**config.mk**
```make
export PLATFORM = sky130hd
export DESIGN_NAME = dds_waveform_gen
export DESIGN_NICKNAME = d
export VERILOG_FILES = /design/src/rtl/dds_pkg.sv /design/src/rtl/dds_sine_lut.sv /design/src/rtl/dds_waveform_gen.sv
export SDC_FILE = /design/constraint.sdc
export NUM_CORES = 1
export LEC_CHECK = 0
export BUFFER_PORTS_ARGS = -buffer_cell sky130_fd_sc_hd__buf_2
export CAP_MARGIN = 20
export CORE_MARGIN = 4
export CORE_UTILIZATION = 60
export CTS_CLUSTER_DIAMETER = 80
export CTS_CLUSTER_SIZE = 40
export DETAILED_ROUTE_END_ITERATION = 7
export PLACE_DENSITY = 0.78
export SETUP_SLACK_MARGIN = 0.15
export SLEW_MARGIN = 20
export SYNTH_ARGS = -nofsm -noshare
export SYNTH_HDL_FRONTEND = slang
export SYNTH_HIERARCHICAL = 1
export SYNTH_SLANG_ARGS = --single-unit
```
**constraint.sdc**
```tcl
create_clock -name clk -period 16.9 [get_ports clk]
set_input_delay 4.225 -clock clk [delete_from_list [all_inputs] [get_ports clk]]
set_output_delay 4.225 -clock clk [all_outputs]
set_load 0.02 [all_outputs]
```
**src/rtl/dds_pkg.sv**
```systemverilog
// dds_pkg: shared types and constants for the DDS waveform generator.
// Holds the wave-select encoding and the configuration register map.
package dds_pkg;

    // Waveform selection, as written to bits [1:0] of the wave register
    typedef enum logic [1:0] {
        WAVE_SINE   = 2'd0,
        WAVE_SQUARE = 2'd1,
        WAVE_TRI    = 2'd2,
        WAVE_SAW    = 2'd3
    } wave_e;

    // Configuration register addresses
    localparam logic [1:0] REG_FTW  = 2'd0;
    localparam logic [1:0] REG_POFF = 2'd1;
    localparam logic [1:0] REG_WAVE = 2'd2;
    localparam logic [1:0] REG_AMP  = 2'd3;

endpackage

```
**src/rtl/dds_sine_lut.sv**
```systemverilog
// dds_sine_lut: quarter-wave sine ROM with a registered read port.
// Entry i holds round((2^(DAC_W-1)-1) * sin(pi/2 * i / 2^LUT_AW)); the
// table is computed at elaboration, so no memory initialisation file is used.
module dds_sine_lut
    import dds_pkg::*;
#(
    parameter int LUT_AW = 8,
    parameter int DAC_W  = 10
) (
    input  logic              clk,
    input  logic              reset,
    input  logic [LUT_AW-1:0] addr,
    output logic [DAC_W-1:0]  data
);

    localparam int DEPTH = 32'sd1 << LUT_AW;

    // Rounded quarter-wave sample for table index idx
    function automatic logic [DAC_W-1:0] sine_entry(input int idx);
        real peak;
        real angle;
        peak  = real'((32'sd1 <<< (DAC_W - 1)) - 32'sd1);
        angle = 3.14159265358979 / 2.0 * real'(idx) / real'(DEPTH);
        return DAC_W'($rtoi(peak * $sin(angle) + 0.5));
    endfunction

    logic [DAC_W-1:0] rom_s [DEPTH];
    logic [DAC_W-1:0] data_r;

    for (genvar g = 32'sd0; g < DEPTH; g++) begin : g_rom
        assign rom_s[g] = sine_entry(g);
    end

    // Synchronous ROM read; cleared on reset so no stale sample survives
    always_ff @(posedge clk or posedge reset) begin
        if (reset) begin
            data_r <= '0;
        end else begin
            data_r <= rom_s[addr];
        end
    end

    assign data = data_r;

endmodule

```
**src/rtl/dds_waveform_gen.sv**
```systemverilog
// dds_waveform_gen: direct-digital-synthesis core producing unsigned DAC
// samples (sine, square, triangle, saw) with amplitude scaling and a
// phase-wrap sync pulse.
// Pipeline: S0 accumulator, S1 phase offset + LUT address, S2 LUT read /
// shaping, S3 multiply, S4 output register (acc at cycle n -> dac at n+4).
// Build option: define DDS_SINE_LUT_EN to build the sine ROM; without it
// wave 0 produces s=0 (midscale output) and no LUT is instantiated.
module dds_waveform_gen
    import dds_pkg::*;
#(
    parameter int PHASE_W = 32,
    parameter int LUT_AW  = 8,
    parameter int DAC_W   = 10
) (
    input  logic               clk,
    input  logic               reset,
    input  logic               cfg_we,
    input  logic [1:0]         cfg_addr,
    input  logic [PHASE_W-1:0] cfg_wdata,
    input  logic               run,
    output logic [DAC_W-1:0]   dac_data,
    output logic               dac_valid,
    output logic               sync_out
);

    localparam logic [DAC_W-1:0]        MIDSCALE = {1'b1, {(DAC_W-1){1'b0}}};
    localparam logic signed [DAC_W-1:0] FULL_POS = {1'b0, {(DAC_W-1){1'b1}}};
    localparam logic signed [DAC_W-1:0] FULL_NEG = -FULL_POS;

    // Configuration and accumulator state
    logic [PHASE_W-1:0] ftw_r;
    logic [PHASE_W-1:0] poff_r;
    logic [PHASE_W-1:0] acc_r;
    logic [PHASE_W-1:0] acc_sum_s;
    logic               carry_s;
    logic               xfer_s;
    logic               wrap_r;
    wave_e              wave_sh_r;
    wave_e              wave_act_r;
    wave_e              wave_sh_next_s;
    logic [DAC_W-1:0]   amp_sh_r;
    logic [DAC_W-1:0]   amp_act_r;
    logic [DAC_W-1:0]   amp_sh_next_s;

    // S1
    logic [PHASE_W-1:0] p_s;
    logic [LUT_AW-1:0]  lut_addr_s;
    logic [LUT_AW-1:0]  lut_addr_s1_r;
    logic [DAC_W:0]     p_top_s1_r;
    wave_e              wave_s1_r;
    logic [DAC_W-1:0]   amp_s1_r;
    logic               valid_s1_r;
    logic               sync_s1_r;

    // S2
    logic [DAC_W-1:0]        tri_t_s;
    logic [DAC_W-1:0]        saw_t_s;
    logic signed [DAC_W-1:0] shape_s;
    logic signed [DAC_W-1:0] shape_s2_r;
    logic [DAC_W-1:0]        lut_data_s;
    logic                    neg_s2_r;
    wave_e                   wave_s2_r;
    logic [DAC_W-1:0]        amp_s2_r;
    logic                    valid_s2_r;
    logic                    sync_s2_r;

    // S3
    logic signed [DAC_W-1:0]   s_s;
    logic signed [2*DAC_W-1:0] prod_s;
    logic signed [DAC_W-1:0]   scaled_s3_r;
    logic                      valid_s3_r;
    logic                      sync_s3_r;

    // S4
    logic [DAC_W-1:0] dac_data_r;
    logic             dac_valid_r;
    logic             sync_r;

    // Shadow-register next values; a write in a wrap cycle is forwarded so
    // the wrap transfer captures it
    always_comb begin
        wave_sh_next_s = wave_sh_r;
        amp_sh_next_s  = amp_sh_r;
        if (cfg_we) begin
            case (cfg_addr)
                REG_WAVE: wave_sh_next_s = wave_e'(cfg_wdata[1:0]);
                REG_AMP:  amp_sh_next_s  = cfg_wdata[DAC_W-1:0];
                default: begin
                    wave_sh_next_s = wave_sh_r;
                    amp_sh_next_s  = amp_sh_r;
                end
            endcase
        end else begin
            wave_sh_next_s = wave_sh_r;
            amp_sh_next_s  = amp_sh_r;
        end
    end

    // Accumulator sum with carry; active copies load on wrap or while idle
    always_comb begin
        {carry_s, acc_sum_s} = {1'b0, acc_r} + {1'b0, ftw_r};
        xfer_s               = ~run | carry_s;
    end

    // Configuration registers and their shadow/active copies
    always_ff @(posedge clk or posedge reset) begin
        if (reset) begin
            ftw_r      <= '0;
            poff_r     <= '0;
            wave_sh_r  <= WAVE_SINE;
            wave_act_r <= WAVE_SINE;
            amp_sh_r   <= '0;
            amp_act_r  <= '0;
        end else begin
            if (cfg_we && (cfg_addr == REG_FTW)) begin
                ftw_r <= cfg_wdata;
            end
            if (cfg_we && (cfg_addr == REG_POFF)) begin
                poff_r <= cfg_wdata;
            end
            wave_sh_r <= wave_sh_next_s;
            amp_sh_r  <= amp_sh_next_s;
            if (xfer_s) begin
                wave_act_r <= wave_sh_next_s;
                amp_act_r  <= amp_sh_next_s;
            end
        end
    end

    // S0: phase accumulator, held at zero while stopped; wrap flag rides with it
    always_ff @(posedge clk or posedge reset) begin
        if (reset) begin
            acc_r  <= '0;
            wrap_r <= 1'b0;
        end else if (run) begin
            acc_r  <= acc_sum_s;
            wrap_r <= carry_s;
        end else begin
            acc_r  <= '0;
            wrap_r <= 1'b0;
        end
    end

    // Offset phase and mirrored quarter-wave address (odd quadrants read backwards)
    always_comb begin
        p_s = acc_r + poff_r;
        if (p_s[PHASE_W-2]) begin
            lut_addr_s = ~p_s[PHASE_W-3 -: LUT_AW];
        end else begin
            lut_addr_s = p_s[PHASE_W-3 -: LUT_AW];
        end
    end

    // S1: register offset phase, LUT address and the settings this sample uses
    always_ff @(posedge clk or posedge reset) begin
        if (reset) begin
            p_top_s1_r    <= '0;
            lut_addr_s1_r <= '0;
            wave_s1_r     <= WAVE_SINE;
            amp_s1_r      <= '0;
            valid_s1_r    <= 1'b0;
            sync_s1_r     <= 1'b0;
        end else begin
            p_top_s1_r    <= p_s[PHASE_W-1 -: DAC_W+1];
            lut_addr_s1_r <= lut_addr_s;
            wave_s1_r     <= wave_act_r;
            amp_s1_r      <= amp_act_r;
            valid_s1_r    <= run;
            sync_s1_r     <= wrap_r & run;
        end
    end

`ifdef DDS_SINE_LUT_EN
    dds_sine_lut #(
        .LUT_AW (LUT_AW),
        .DAC_W  (DAC_W)
    ) u_sine_lut (
        .clk   (clk),
        .reset (reset),
        .addr  (lut_addr_s1_r),
        .data  (lut_data_s)
    );
`else
    logic unused_lut_s;
    assign lut_data_s   = '0;
    assign unused_lut_s = ^lut_addr_s1_r;
`endif

    // Non-sine shapes: square, triangle and saw as signed samples
    always_comb begin
        saw_t_s = p_top_s1_r[DAC_W -: DAC_W];
        if (p_top_s1_r[DAC_W]) begin
            tri_t_s = ~p_top_s1_r[DAC_W-1:0];
        end else begin
            tri_t_s = p_top_s1_r[DAC_W-1:0];
        end
        case (wave_s1_r)
            WAVE_SQUARE: shape_s = p_top_s1_r[DAC_W] ? FULL_NEG : FULL_POS;
            WAVE_TRI:    shape_s = {~tri_t_s[DAC_W-1], tri_t_s[DAC_W-2:0]};
            WAVE_SAW:    shape_s = {~saw_t_s[DAC_W-1], saw_t_s[DAC_W-2:0]};
            default:     shape_s = '0;
        endcase
    end

    // S2: shaped sample and the sign needed for the LUT output
    always_ff @(posedge clk or posedge reset) begin
        if (reset) begin
            shape_s2_r <= '0;
            neg_s2_r   <= 1'b0;
            wave_s2_r  <= WAVE_SINE;
            amp_s2_r   <= '0;
            valid_s2_r <= 1'b0;
            sync_s2_r  <= 1'b0;
        end else begin
            shape_s2_r <= shape_s;
            neg_s2_r   <= p_top_s1_r[DAC_W];
            wave_s2_r  <= wave_s1_r;
            amp_s2_r   <= amp_s1_r;
            valid_s2_r <= valid_s1_r;
            sync_s2_r  <= sync_s1_r;
        end
    end

    // Select sine or shaped sample, then multiply by the unsigned amplitude
    always_comb begin
        if (wave_s2_r == WAVE_SINE) begin
            if (neg_s2_r) begin
                s_s = -$signed(lut_data_s);
            end else begin
                s_s = $signed(lut_data_s);
            end
        end else begin
            s_s = shape_s2_r;
        end
        prod_s = $signed({{DAC_W{s_s[DAC_W-1]}}, s_s}) *
                 $signed({{DAC_W{1'b0}}, amp_s2_r});
    end

    // S3: floor(prod / 2^DAC_W) is the upper half of the two's-complement product
    always_ff @(posedge clk or posedge reset) begin
        if (reset) begin
            scaled_s3_r <= '0;
            valid_s3_r  <= 1'b0;
            sync_s3_r   <= 1'b0;
        end else begin
            scaled_s3_r <= prod_s[2*DAC_W-1:DAC_W];
            valid_s3_r  <= valid_s2_r;
            sync_s3_r   <= sync_s2_r;
        end
    end

    // S4: add midscale offset (MSB flip) or park at midscale when not valid
    always_ff @(posedge clk or posedge reset) begin
        if (reset) begin
            dac_data_r  <= MIDSCALE;
            dac_valid_r <= 1'b0;
            sync_r      <= 1'b0;
        end else begin
            if (valid_s3_r) begin
                dac_data_r <= {~scaled_s3_r[DAC_W-1], scaled_s3_r[DAC_W-2:0]};
            end else begin
                dac_data_r <= MIDSCALE;
            end
            dac_valid_r <= valid_s3_r;
            sync_r      <= sync_s3_r;
        end
    end

    // Low phase bits and the discarded product fraction are intentionally dropped
    logic unused_bits_s;
    assign unused_bits_s = ^{p_s[PHASE_W-DAC_W-2:0], prod_s[DAC_W-1:0]};

    assign dac_data  = dac_data_r;
    assign dac_valid = dac_valid_r;
    assign sync_out  = sync_r;

endmodule

```
==> tab_implementation.tex, run 1 <==
\begin{tabular}{lr}
\hline
Metric & Value \\
\hline
\multicolumn{2}{l}{\textbf{Critical path}} \\
\quad Critical path endpoint category & flip-flop \\
\quad Critical Path, Cell by Cell & or2\_2 > nand2\_1 > or2\_2 > fa\_1 > fa\_1 > inv\_1 > fa\_1 > fa\_1 > inv\_1 > fa\_1 > inv\_1 > ha\_1 > o21ai\_0 > nor2\_1 > o21ai\_0 > a311oi\_1 > nor2\_1 > a21oi\_1 > nor2\_1 > xnor2\_1 \\
\quad CP max-delay cell & or2\_2 \\
\quad Cell repeated most along the worst path & fa\_1 \\
\quad Nature of the critical path startpoint & flip-flop \\
\quad Largest fanout of any net on the critical path & 65 \\
\quad Buf/Inv on CP & 3 \\
\quad Category of the critical setup timing path & reg -> reg \\
\quad Delay of the slowest cell on the worst path & about 0.67 ns \\
\quad Data arrival time of the worst path & roughly 6.7 ns \\
\quad Crit path max-delay family & adder cells \\
\quad Required time at the worst-slack endpoint & $\sim$17 ns \\
\multicolumn{2}{l}{\textbf{STA}} \\
\quad Crit share post-route & a little under two fifths \\
\quad Min setup slack post-route & 10.49 ns \\
\quad Setup skew after layout & $\sim$0.018 ns \\
\quad Clock period minus final worst setup slack & roughly 6.4 ns \\
\quad Hold Violations, Final & 0 \\
\quad Number of setup violations in the final report & 0 \\
\quad Transition time of the tightest slew-check pin & 1.04 ns \\
\quad Unrepaired setup endpoints after global routing & false \\
\quad Final hold slack & between 0.3 and 0.4 ns \\
\quad Aggregate negative setup slack & 0 ns \\
\quad Max Clk Rate & between 150 and 200 MHz \\
\quad Worst rel slew slack & approximately 30\% \\
\quad Slew Limit Fails & 0 \\
\multicolumn{2}{l}{\textbf{Synth}} \\
\quad Top\_reg\_cell synth & dfrtp\_1 \\
\quad Compound-Gate Fraction of Synth Area & between 9 and 10\% \\
\quad Adder and majority cell fraction of the synthesized area & between 20\% and 30\% \\
\quad Cell area after synthesis & approximately 12000 um2 \\
\quad Cell type contributing the most total cell area after synthesis & dfrtp\_1 \\
\quad Cell types with the largest area share after synthesis & dfrtp\_1, ha\_1, fa\_1 \\
\quad Warnings, synthesis & 6 \\
\quad Portion of netlist area occupied by mux cells & between 8 and 9\% \\
\quad Cell count after synthesis & 1104 \\
\quad Post-Synthesis Net Count & $\sim$1300 \\
\quad Ys async rst share & 100\% \\
\quad Count of state elements after synthesis & between 150 and 200 \\
\quad Number of enable-type register cells in the synthesized netlist & 0 \\
\quad Simple-gate share of the synthesized area & between 10 and 15\% \\
\quad Xor and xnor area share after synthesis & approximately 3.6\% \\
\quad Register area share after synthesis & 39.6\% \\
\quad Unique cell type count in the Yosys netlist & 63 \\
\quad Dominant combinational cell family by area after synthesis & adder cells \\
\quad Share of the synthesized area in the top cell type & between 30 and 40\% \\
\quad Synthesized area divided by synthesized cell count & 11.1 um2 \\
\multicolumn{2}{l}{\textbf{Clock tree}} \\
\quad Root cell of the clock tree & clkbuf\_16 \\
\quad CTS clk-pin slew, worst paths & 0.08 ns \\
\quad Max H-tree Level & 4 \\
\quad TritonCTS clock tree & yes \\
\quad Clk sink count & between 150 and 200 \\
\quad Number of CTS-inserted buffers & 17 \\
\quad \# resized after CTS & 0 \\
\quad Clock Tree Buf Depth & 2 \\
\quad Number of setup buffers added after CTS & 0 \\
\quad Hold buffer count at cts & 0 \\
\quad Clk Latency, worst-skew pair & $\sim$0.44 ns \\
\multicolumn{2}{l}{\textbf{Finish}} \\
\quad Post-layout instance count excluding filler cells & $\sim$1400 \\
\quad Total number of nets in the final design & around 1400 \\
\quad Fraction of layout cells with a size suffix above 1 & 16.1\% \\
\quad P\&R area growth vs syn & 8.75\% \\
\quad Number of antenna cells inserted & 0 \\
\quad Most frequent standard cell in the layout excluding fill and tap cells & dfrtp\_1 \\
\quad Commonest non-fill, non-tap cells in the layout & dfrtp\_1, ha\_1, inv\_1 \\
\quad Post-layout instance area & around 13000 um2 \\
\multicolumn{2}{l}{\textbf{GRT}} \\
\quad Overall fraction of global-route tracks in use & between 20\% and 30\% \\
\quad Largest net degree at the start of global routing & roughly 140 \\
\quad Global-route wire length before repair & 39800 um \\
\quad Via count of the first global-routing pass & 8319 \\
\quad Initial antenna violation count & 0 \\
\quad Gr ovfl total & 0 \\
\multicolumn{2}{l}{\textbf{Placed design}} \\
\quad Final GP Congestion & roughly 0.86 \\
\quad Detailed placement HPWL & around 18000 um \\
\quad Placed cell count & around 1400 \\
\quad Dpl cell area & 12700 um2 \\
\quad Number of buffers added on ports & 49 \\
\quad Setup Slack @ Placement & around 11 ns \\
\multicolumn{2}{l}{\textbf{Die}} \\
\quad Number of core rows & 52 \\
\quad Chip width & about 150 um \\
\quad Starting density of the core & 60.8\% \\
\quad Area of the core & 20200 um2 \\
\quad Vert. Die Dim & between 150 and 200 um \\
\quad Ports placed on the boundary & 50 \\
\quad Die ar. & between 20000 and 25000 um2 \\
\multicolumn{2}{l}{\textbf{Power}} \\
\quad Power density of the placed cells & 224 nW/um2 \\
\quad Cell Int Power & 1690 uW \\
\quad Power share of the clock group & around 14\% \\
\quad Logic gate share of total power & $\sim$60\% \\
\quad VDD IR max & 0.198 mV \\
\quad Switch Pwr & 1300 uW \\
\quad Standby leakage power & around 0.0066 uW \\
\quad Flop pwr share & 25.5\% \\
\quad Switch share & between 40 and 50\% \\
\multicolumn{2}{l}{\textbf{Drt}} \\
\quad Avg Vias per Cell & 5.81 \\
\quad Routed len/inst & approximately 17 um \\
\quad Remaining routing DRC violations & 0 \\
\quad Detailed router's first-iteration violation count & between 500 and 600 \\
\quad Iteration count of the initial detailed-routing pass & 6 \\
\quad Antenna Nets Post-Route & 0 \\
\quad Via count of the routed design & just over 8000 \\
\quad Routed wire length & approximately 24000 um \\
\multicolumn{2}{l}{\textbf{Job}} \\
\quad Max Cap Viol & 0 \\
\multicolumn{2}{l}{\textbf{Min path}} \\
\quad Worst min-delay path class & reg -> reg \\
\multicolumn{2}{l}{\textbf{Run status}} \\
\quad Status & finished clean \\
\hline
\end{tabular}
-- registers in the layout, summed over array words and instances (netlist names), 10 cells and up --
register / count
scaled_s3_r: 10
dac_data: 10
ftw_r: 32
amp_s2_r: 10
p_top_s1_r: 11
amp_sh_r: 10
acc_r: 32
amp_s1_r: 10
poff_r: 32
amp_act_r: 10
shape_s2_r: 10
-- synthesized netlist by cell type, types with 6 or more instances --
cell,number
xor2_1,14
mux2_2,78
and2_1,42
o21ai_0,33
ha_1,121
nor2_1,50
a211oi_1,9
mux2_4,10
nand3_1,30
dfrtp_1,193
nand2b_1,6
fa_1,63
buf_1,11
xnor2_1,36
o21a_1,11
inv_1,84
a21oi_1,52
nor3_1,16
nand2_1,55
or2_2,7
a21o_1,16
and3_1,54
clkbuf_1,26
o22ai_1,8
-- cell type report --
type / count / area [um2]
Multi-Input combinational cell: 787 / 6920
Inverter: 85 / 327
Timing Repair Buffer: 52 / 268
Fill cell: 1548 / 6840
Clock buffer: 18 / 429
Clock inverter: 12 / 184
Tap cell: 270 / 338
Sequential cell: 194 / 4860
-- kinds of logic after synthesis --
kind of cell	count (synthesis)
adders and majority gates	184
and+or+nand+nor	291
AOI/OAI and AO/OA	174
muxes	88
buffers and inverters	123
xor gates and xnor gates	50
DFF	194
-- stage by stage --
| stage | total power [uW] | utilization, % |
|---|---|---|
| 4_1_cts | 3020 | 66.1 |
| 5_1_grt | 3340 | 66.1 |
| 6_report | 2990 | 66.1 |
| 3_5_place_dp | 2570 | 63.0 |
| 3_3_place_gp | 2490 | 63.0 |
| 2_1_floorplan | 2180 | - |
-- worst paths after layout --
check                                       start                       end  slack, ns  depth (start not counted)
max                        wave_s2_r[1]$_DFF_PP0_  scaled_s3_r[9]$_DFF_PP0_      10.49                         20
min in group asynchronous                   reset     amp_s2_r[3]$_DFF_PP0_       3.96                          2
max in group asynchronous                   reset     ftw_r[23]$_DFFE_PP0P_      11.65                          3
min                          valid_s1_r$_DFF_PP0_      valid_s2_r$_DFF_PP0_       0.35                          0
max reg2reg                wave_s2_r[1]$_DFF_PP0_  scaled_s3_r[9]$_DFF_PP0_      10.49                         20
min reg2reg                  valid_s1_r$_DFF_PP0_      valid_s2_r$_DFF_PP0_       0.35                          0
-- layer usage --
layer  part of all wire [%]  vias up  global-route usage (%)
met3                    4.1       33                    3.44
met1                     44     4121                    29.2
met5                      0        -                       0
met2                     51      184                    38.2
met4                    1.4        0                    5.71
li1                       -     3905                       -
-- worst reg2reg max path, cell delays in order, from the launching register on --
cell      delay, ns
dfrtp_1        0.34
or2_2          0.67
nand2_1        0.47
or2_2          0.42
fa_1           0.51
fa_1           0.54
inv_1          0.05
fa_1           0.50
fa_1           0.54
inv_1          0.05
fa_1           0.53
inv_1          0.04
ha_1           0.25
o21ai_0        0.10
nor2_1         0.11
o21ai_0        0.17
a311oi_1       0.50
nor2_1         0.10
a21oi_1        0.18
nor2_1         0.07
xnor2_1        0.13
-- power groups by stage --
stage	sequential [uW]	combinational [uW]	clock, uW
floorplan	704	1480	0
global placement	762	1730	0
detailed placement	768	1800	0
CTS	760	1830	430
global route	779	2110	450
finish	762	1800	426
(Power assumes the default switching activity.)
==> run 2, diff against run 1 <==
- ABC_AREA: default -> 1
- CORE_UTILIZATION: 60 -> 57
- PLACE_DENSITY: 0.78 -> 0.77
- clock period: 16.9 -> 5.3 ns (I/O delays scaled with it)
==> run 2 against run 1 <==
Compared with the run above:
- count of clock-buffer cells in the layout shrank 1
- cell count increased by 44%
- non-clock buffer count grew 7
- die area rose by 13%
- largest cell class unchanged
- setup slack worse by 10 ns
- sequential cell count unchanged
- global-route usage increased by 5.1 points
- via count increased by 35%
==> tab_implementation.tex, run 2 <==
\begin{tabular}{lr}
\hline
Metric & Value \\
\hline
\multicolumn{2}{l}{\textbf{Run status}} \\
\quad Status & finished clean \\
\multicolumn{2}{l}{\textbf{GRT}} \\
\quad Initial antenna violation count & 0 \\
\quad Gr ovfl total & 0 \\
\quad Overall fraction of global-route tracks in use & a little over a quarter \\
\quad Via count of the first global-routing pass & around 11000 \\
\quad Largest net degree at the start of global routing & 111 \\
\quad Global-route wire length before repair & 56100 um \\
\multicolumn{2}{l}{\textbf{Critical path}} \\
\quad Data arrival time of the worst path & just over 5 ns \\
\quad Category of the critical setup timing path & reg -> reg \\
\quad Cell depth of the worst flop-to-flop path & 19 \\
\quad Largest fanout of any net on the critical path & 6 \\
\quad Required time at the worst-slack endpoint & between 5 and 6 ns \\
\quad Reg2Reg Launch Point & wave\_s2\_r[1]\$\_DFF\_PP0\_ \\
\quad Destination of the worst register-to-register timing path & scaled\_s3\_r[6]\$\_DFF\_PP0\_ \\
\quad Critical path endpoint category & flip-flop \\
\quad Setup slack of the worst register-to-register path & between 0.4 and 0.5 ns \\
\quad Nature of the critical path startpoint & flip-flop \\
\multicolumn{2}{l}{\textbf{Die}} \\
\quad Ports placed on the boundary & 50 \\
\quad Area of the core & 22800 um2 \\
\quad Chip width & about 160 um \\
\quad Vert. Die Dim & around 160 um \\
\quad Die ar. & $\sim$26000 um2 \\
\quad Starting density of the core & 58.1\% \\
\quad Number of core rows & between 50 and 60 \\
\multicolumn{2}{l}{\textbf{Drt}} \\
\quad Avg Vias per Cell & 5.45 \\
\quad Iteration count of the initial detailed-routing pass & 5 \\
\quad Via count of the routed design & roughly 11000 \\
\quad Routed len/inst & approximately 17 um \\
\quad Antenna Nets Post-Route & 0 \\
\quad Remaining routing DRC violations & 0 \\
\quad Routed wire length & roughly 34000 um \\
\quad Detailed router's first-iteration violation count & between 600 and 700 \\
\multicolumn{2}{l}{\textbf{Min path}} \\
\quad Worst Min Path Start & valid\_s1\_r\$\_DFF\_PP0\_ \\
\quad Worst min-delay path class & reg -> reg \\
\quad Worst hold path cell count & 0 \\
\quad Worst min-delay path endpoint & valid\_s2\_r\$\_DFF\_PP0\_ \\
\multicolumn{2}{l}{\textbf{Synth}} \\
\quad Cell type contributing the most total cell area after synthesis & dfrtp\_1 \\
\quad Most common cell in the synthesized netlist & nand2\_1 \\
\quad Top\_reg\_cell synth & dfrtp\_1 \\
\quad Ys async rst share & 100\% \\
\quad Warnings, synthesis & 6 \\
\quad Count of state elements after synthesis & 194 \\
\quad Register area share after synthesis & between 30\% and 40\% \\
\quad Cell area after synthesis & roughly 13000 um2 \\
\quad Unique cell type count in the Yosys netlist & 37 \\
\quad Synthesized area divided by synthesized cell count & 7.96 um2 \\
\quad Cell types with the largest area share after synthesis & dfrtp\_1, nand2\_1, ha\_1 \\
\quad Cell count after synthesis & around 1700 \\
\quad Number of enable-type register cells in the synthesized netlist & 0 \\
\quad Commonest cells post-synth & nand2\_1, inv\_1, dfrtp\_1 \\
\quad Share of the synthesized area in the top cell type & between 30\% and 40\% \\
\quad Post-Synthesis Net Count & 1886 \\
\multicolumn{2}{l}{\textbf{Finish}} \\
\quad P\&R area growth vs syn & 10.1\% \\
\quad Number of fillers in the final layout & 2031 \\
\quad Number of antenna cells inserted & 0 \\
\quad Total number of nets in the final design & 1938 \\
\quad Registers with the highest flip-flop counts & acc\_r x32, ftw\_r x32, poff\_r x32 \\
\quad Most frequent standard cell in the layout excluding fill and tap cells & nand2\_1 \\
\quad Commonest non-fill, non-tap cells in the layout & nand2\_1, inv\_1, dfrtp\_1 \\
\quad Fraction of layout cells with a size suffix above 1 & under 10\% \\
\quad Post-layout instance area & 14600 um2 \\
\multicolumn{2}{l}{\textbf{Clock tree}} \\
\quad Max H-tree Level & 4 \\
\quad Hold buffer count at cts & 0 \\
\quad CTS clk-pin slew, worst paths & about 0.09 ns \\
\quad TritonCTS clock tree & yes \\
\quad Root cell of the clock tree & clkbuf\_16 \\
\quad Clk Latency, worst-skew pair & 0.45 ns \\
\quad Number of CTS-inserted buffers & 17 \\
\quad Clk sink count & 194 \\
\quad Clock Tree Buf Depth & 2 \\
\multicolumn{2}{l}{\textbf{STA}} \\
\quad Unrepaired setup endpoints after global routing & false \\
\quad Hold Violations, Final & 0 \\
\quad Aggregate negative setup slack & 0 ns \\
\quad Max Clk Rate & between 200 and 250 MHz \\
\quad Setup skew after layout & around 0.016 ns \\
\quad Crit share post-route & between 90\% and 100\% \\
\quad Transition time of the tightest slew-check pin & just under 0.7 ns \\
\quad Number of setup violations in the final report & 0 \\
\quad Slew Limit Fails & 0 \\
\quad Clock period minus final worst setup slack & between 4 and 5 ns \\
\quad Worst rel slew slack & a little over half \\
\multicolumn{2}{l}{\textbf{Job}} \\
\quad Max Cap Viol & 0 \\
\multicolumn{2}{l}{\textbf{Power}} \\
\quad Standby leakage power & roughly 0.008 uW \\
\quad VDD IR max & approximately 0.21 mV \\
\quad Power density of the placed cells & 474 nW/um2 \\
\multicolumn{2}{l}{\textbf{Placed design}} \\
\quad Number of buffers added on ports & 49 \\
\quad Dpl cell area & around 14000 um2 \\
\quad Final GP Congestion & between 0.9 and 1 \\
\quad Detailed placement HPWL & about 27000 um \\
\hline
\end{tabular}
## run 2: power by group
part	leakage, uW	total, uW	switching, uW	internal (uW)
sequential	0.00246	2230	345	1890
clock	0.000301	1340	683	654
combinational	0.00513	3350	2170	1180
total	0.00789	6910	3200	3720
## run 2: kinds of logic (layout without fill, tap and decap cells)
| kind of cell | count (synthesis) | in the layout | share of synthesized area [%] |
|---|---|---|---|
| DFF | 194 | 194 | 36.7 |
| buffers and inverters | 266 | 330 | 7.62 |
| adders and majority gates | 184 | 184 | 21.0 |
| and+or+nand+nor | 721 | 722 | 22.2 |
| xor gates and xnor gates | 19 | 19 | 1.26 |
| AOI/OAI and AO/OA | 280 | 280 | 11.3 |
## run 2: worst max path at each step
stage | end | start | depth (start not counted)
detailed placement | scaled_s3_r[6]$_DFF_PP0_ | wave_s2_r[0]$_DFF_PP0_ | 19
floorplan | scaled_s3_r[6]$_DFF_PP0_ | wave_s2_r[0]$_DFF_PP0_ | 20
global route | scaled_s3_r[9]$_DFF_PP0_ | wave_s2_r[1]$_DFF_PP0_ | 25
global placement | scaled_s3_r[9]$_DFF_PP0_ | wave_s2_r[0]$_DFF_PP0_ | 25
finish | scaled_s3_r[6]$_DFF_PP0_ | wave_s2_r[1]$_DFF_PP0_ | 19
CTS | scaled_s3_r[5]$_DFF_PP0_ | wave_s2_r[0]$_DFF_PP0_ | 25
## run 2: metal layers
metal	vias up	share of wire (%)	GRT usage [%]
li1	5441	-	-
met1	5288	42	34.3
met2	308	50	47.4
met3	91	4.0	3.23
met4	0	4.2	11.6
met5	-	0	0
## run 2: final cells by class
class	instances	area (um2)	area share, %
clock buffer	17	425	2.92
sequential	194	4860	33.3
tap	313	392	2.69
clock inverter	15	195	1.34
inverter	239	901	6.18
multi-input combinational	1205	7460	51.2
timing repair buffer	59	345	2.37
## run 2: worst max-delay path, cell delays in order, from the launching register on
cell,delay [ns]
dfrtp_1,0.35
inv_1,0.10
nand2_4,0.12
nand2_1,0.17
inv_2,0.16
nand2_1,0.09
fa_1,0.50
fa_1,0.49
inv_1,0.05
fa_1,0.50
fa_1,0.54
inv_1,0.05
fa_1,0.52
inv_1,0.04
ha_1,0.33
a21oi_2,0.17
o21ai_0,0.10
a211oi_1,0.21
nand2_1,0.09
xor2_1,0.14
## run 2: repair_timing
| action | CTS | global route |
|---|---|---|
| gates resized for setup | 0 | 22 |
| buffers inserted | 0 | 4 |
| endpoints found under the setup margin | 0 | 9 |
## run 2: metrics by stage
stage / utilization (%) / hold WS [ns] / setup WS, ns / power [uW] / std cells
after floorplan: - / 0.331 / 0.482 / 4570 / 1664
after global placement: 60.8 / 0.332 / 0.364 / 5430 / 2005
after detailed placement: 60.8 / 0.336 / 0.281 / 5500 / 2005
after CTS: 63.5 / 0.352 / 0.285 / 6870 / 2037
after global routing: 64.0 / 0.359 / 0.142 / 7540 / 2042
final: 64.0 / 0.350 / 0.470 / 6910 / 2042
==> run 3, diff against run 2 <==
- CORE_ASPECT_RATIO: default -> 0.9
- MAX_ROUTING_LAYER: default -> met4
==> run 3 against run 2 <==
Compared with the run above:
- cell count shrank 0.78%
- critical path depth rose by 6
- non-clock buffer count is the same
- register-to-register slack got worse by 0.06 ns
- die area about the same
- worst hold slack improved by 0.0029 ns
- via count decreased by 0.50%
- clock power grew 4%
- setup slack lost 0.057 ns
- combinational power hardly changed
- first-iteration DRC count grew 25%
- largest cell class unchanged
- largest power group unchanged
- highest routed layer unchanged
==> tab_implementation.tex, run 3 (synthesis gave the netlist of run 2 again) <==
\begin{tabular}{lr}
\hline
Metric & Value \\
\hline
\multicolumn{2}{l}{\textbf{Run status}} \\
\quad Status & finished clean \\
\multicolumn{2}{l}{\textbf{Power}} \\
\quad Power share of the clock group & 20.2\% \\
\quad Power density of the placed cells & $\sim$480 nW/um2 \\
\quad Logic gate share of total power & 47.9\% \\
\quad VDD IR max & roughly 0.23 mV \\
\quad Flop pwr share & roughly 32\% \\
\quad Switch share & 46.2\% \\
\quad Standby leakage power & between 0.007 and 0.008 uW \\
\quad Cell Int Power & approximately 3700 uW \\
\quad Switch Pwr & 3210 uW \\
\multicolumn{2}{l}{\textbf{Finish}} \\
\quad Total number of nets in the final design & just under 2000 \\
\quad Most frequent standard cell in the layout excluding fill and tap cells & nand2\_1 \\
\quad Fraction of layout cells with a size suffix above 1 & under 10\% \\
\quad Post-layout instance count excluding filler cells & roughly 2000 \\
\quad Register cell area after layout & 4860 um2 \\
\quad Commonest non-fill, non-tap cells in the layout & nand2\_1, inv\_1, dfrtp\_1 \\
\quad P\&R area growth vs syn & 10.1\% \\
\quad Number of antenna cells inserted & 0 \\
\quad Number of fillers in the final layout & just over 2000 \\
\quad Registers with the highest flip-flop counts & acc\_r x32, ftw\_r x32, poff\_r x32 \\
\quad Footprint of the multi-input gates & about 7400 um2 \\
\multicolumn{2}{l}{\textbf{Drt}} \\
\quad Routed wire length & between 30000 and 40000 um \\
\quad Remaining routing DRC violations & 0 \\
\quad Detailed router's first-iteration violation count & between 800 and 900 \\
\quad Iteration count of the initial detailed-routing pass & 7 \\
\quad Via count of the routed design & about 11000 \\
\quad Routed len/inst & between 15 and 20 um \\
\quad Antenna Nets Post-Route & 0 \\
\quad Avg Vias per Cell & approximately 5.5 \\
\multicolumn{2}{l}{\textbf{GRT}} \\
\quad Overall fraction of global-route tracks in use & about 27\% \\
\quad Global route hottest layer & met2 \\
\quad Largest net degree at the start of global routing & 93 \\
\quad Gr ovfl total & 0 \\
\quad Via count of the first global-routing pass & 11200 \\
\quad Global routing usage on met2 & 46.6\% \\
\quad Initial antenna violation count & 0 \\
\quad Met1 usage in global routing & about a third \\
\quad Global-route wire length before repair & approximately 55000 um \\
\quad Met3 Usage GRT & under 10\% \\
\multicolumn{2}{l}{\textbf{STA}} \\
\quad Worst rel slew slack & a little over a third \\
\quad Crit share post-route & roughly 90\% \\
\quad Number of setup violations in the final report & 0 \\
\quad Aggregate negative setup slack & 0 ns \\
\quad Setup skew after layout & $\sim$0.022 ns \\
\quad Clock period minus final worst setup slack & 4.89 ns \\
\quad Unrepaired setup endpoints after global routing & true \\
\quad Max Clk Rate & just over 200 MHz \\
\quad Transition time of the tightest slew-check pin & $\sim$0.96 ns \\
\quad Hold Violations, Final & 0 \\
\quad Slew Limit Fails & 0 \\
\quad Final hold slack & around 0.35 ns \\
\multicolumn{2}{l}{\textbf{Clock tree}} \\
\quad Hold buffer count at cts & 0 \\
\quad TritonCTS clock tree & yes \\
\quad Max H-tree Level & 4 \\
\quad Clk Latency, worst-skew pair & between 0.4 and 0.5 ns \\
\quad Number of CTS-inserted buffers & 17 \\
\quad Clock Tree Buf Depth & 2 \\
\quad Clk sink count & $\sim$190 \\
\quad CTS clk-pin slew, worst paths & about 0.080 ns \\
\quad Root cell of the clock tree & clkbuf\_16 \\
\multicolumn{2}{l}{\textbf{Min path}} \\
\quad Worst min-delay path class & reg -> reg \\
\multicolumn{2}{l}{\textbf{Job}} \\
\quad Max Cap Viol & 0 \\
\multicolumn{2}{l}{\textbf{Die}} \\
\quad Starting density of the core & roughly three fifths \\
\quad Ports placed on the boundary & 50 \\
\quad Number of core rows & 52 \\
\quad Die ar. & between 20000 and 30000 um2 \\
\quad Vert. Die Dim & $\sim$150 um \\
\quad Chip width & around 170 um \\
\quad Area of the core & between 20000 and 25000 um2 \\
\multicolumn{2}{l}{\textbf{Critical path}} \\
\quad Category of the critical setup timing path & reg -> reg \\
\quad Data arrival time of the worst path & 5.22 ns \\
\quad Critical path endpoint category & flip-flop \\
\quad Largest fanout of any net on the critical path & 7 \\
\quad Required time at the worst-slack endpoint & about 5.6 ns \\
\quad Nature of the critical path startpoint & flip-flop \\
\multicolumn{2}{l}{\textbf{Placed design}} \\
\quad Detailed placement HPWL & $\sim$26000 um \\
\quad Number of buffers added on ports & just under 50 \\
\quad Placed cell count & 1988 \\
\quad Final GP Congestion & around 0.98 \\
\hline
\end{tabular}
run 3: cell types whose count changed in the layout (fill, tap and decap cells not counted), moves of 2 or more:
cell,before,now
inv_8,3,5
inv_2,6,4
a21oi_1,100,103
inv_6,2,0
nand2_4,5,3
a21oi_2,5,2
nand2_2,6,8
inv_1,231,233
run 3: final cells by class:
cell class | count | share of cell area (%)
inverters | 239 | 6.18
clock inverters | 15 | 1.53
flip-flops and latches | 194 | 33.3
multi-input cells | 1205 | 51.0
repair buffers | 59 | 2.51
clock buffers | 17 | 2.92
well taps | 297 | 2.55
run 3: critical path, stage by stage, from the launching register on:
cell and delay [ns]:
dfrtp_1 0.35, inv_1 0.08, nand2_4 0.12, nand2_1 0.10, inv_2 0.13, nand2_1 0.10, fa_1 0.55, inv_1 0.06
fa_1 0.49, inv_1 0.05, fa_1 0.48, inv_1 0.06, fa_1 0.53, inv_1 0.05, fa_1 0.53, inv_1 0.04
ha_1 0.31, a21oi_1 0.13, o21a_1 0.13, nand2_1 0.07, nand2_1 0.07, nand2_1 0.10, nand2_1 0.10, nand2_1 0.05
nand2_1 0.06, nand2_1 0.04
run 3: layer usage:
metal	vias up	routed length, um
met5	-	0
met4	0	1070
met3	68	1480
met2	304	16600
met1	5264	14100
li1	5436	-
run 3: per-stage QoR:
stage          worst slack (ns)  power (uW)  util, %  cell area (um2)
2_1_floorplan             0.482        4570        -            13200
3_3_place_gp              0.374        5410     61.0            13800
3_5_place_dp              0.275        5480     61.0            13800
4_1_cts                   0.249        6920     63.9            14500
5_1_grt                   0.133        7580     64.4            14600
6_report                  0.413        6940     64.4            14600
run 3: path summary, 6_finish.rpt:
path                                   startpoint                       end  slack, ns  depth (start not counted)
min in group asynchronous                   reset       dac_valid$_DFF_PP0_       0.97                          2
min reg2reg                 amp_s1_r[4]$_DFF_PP0_     amp_s2_r[4]$_DFF_PP0_       0.35                          0
min                         amp_s1_r[4]$_DFF_PP0_     amp_s2_r[4]$_DFF_PP0_       0.35                          0
max                        wave_s2_r[1]$_DFF_PP0_  scaled_s3_r[5]$_DFF_PP0_       0.41                         25
max reg2reg                wave_s2_r[1]$_DFF_PP0_  scaled_s3_r[5]$_DFF_PP0_       0.41                         25
max in group asynchronous                   reset       acc_r[27]$_DFF_PP0_       3.41                          3
run 3: power groups by stage:
stage / registers [uW] / clock network [uW] / logic, uW
floorplan: 2110 / 0 / 2470
global placement: 2240 / 0 / 3170
global route: 2270 / 1490 / 3830
finish: 2220 / 1400 / 3320
detailed placement: 2240 / 0 / 3240
CTS: 2220 / 1430 / 3280
run 3: repair_timing:
action	in CTS	in global routing
setup buffers	0	4
gates resized for setup	0	15
endpoints found under the setup margin	0	9
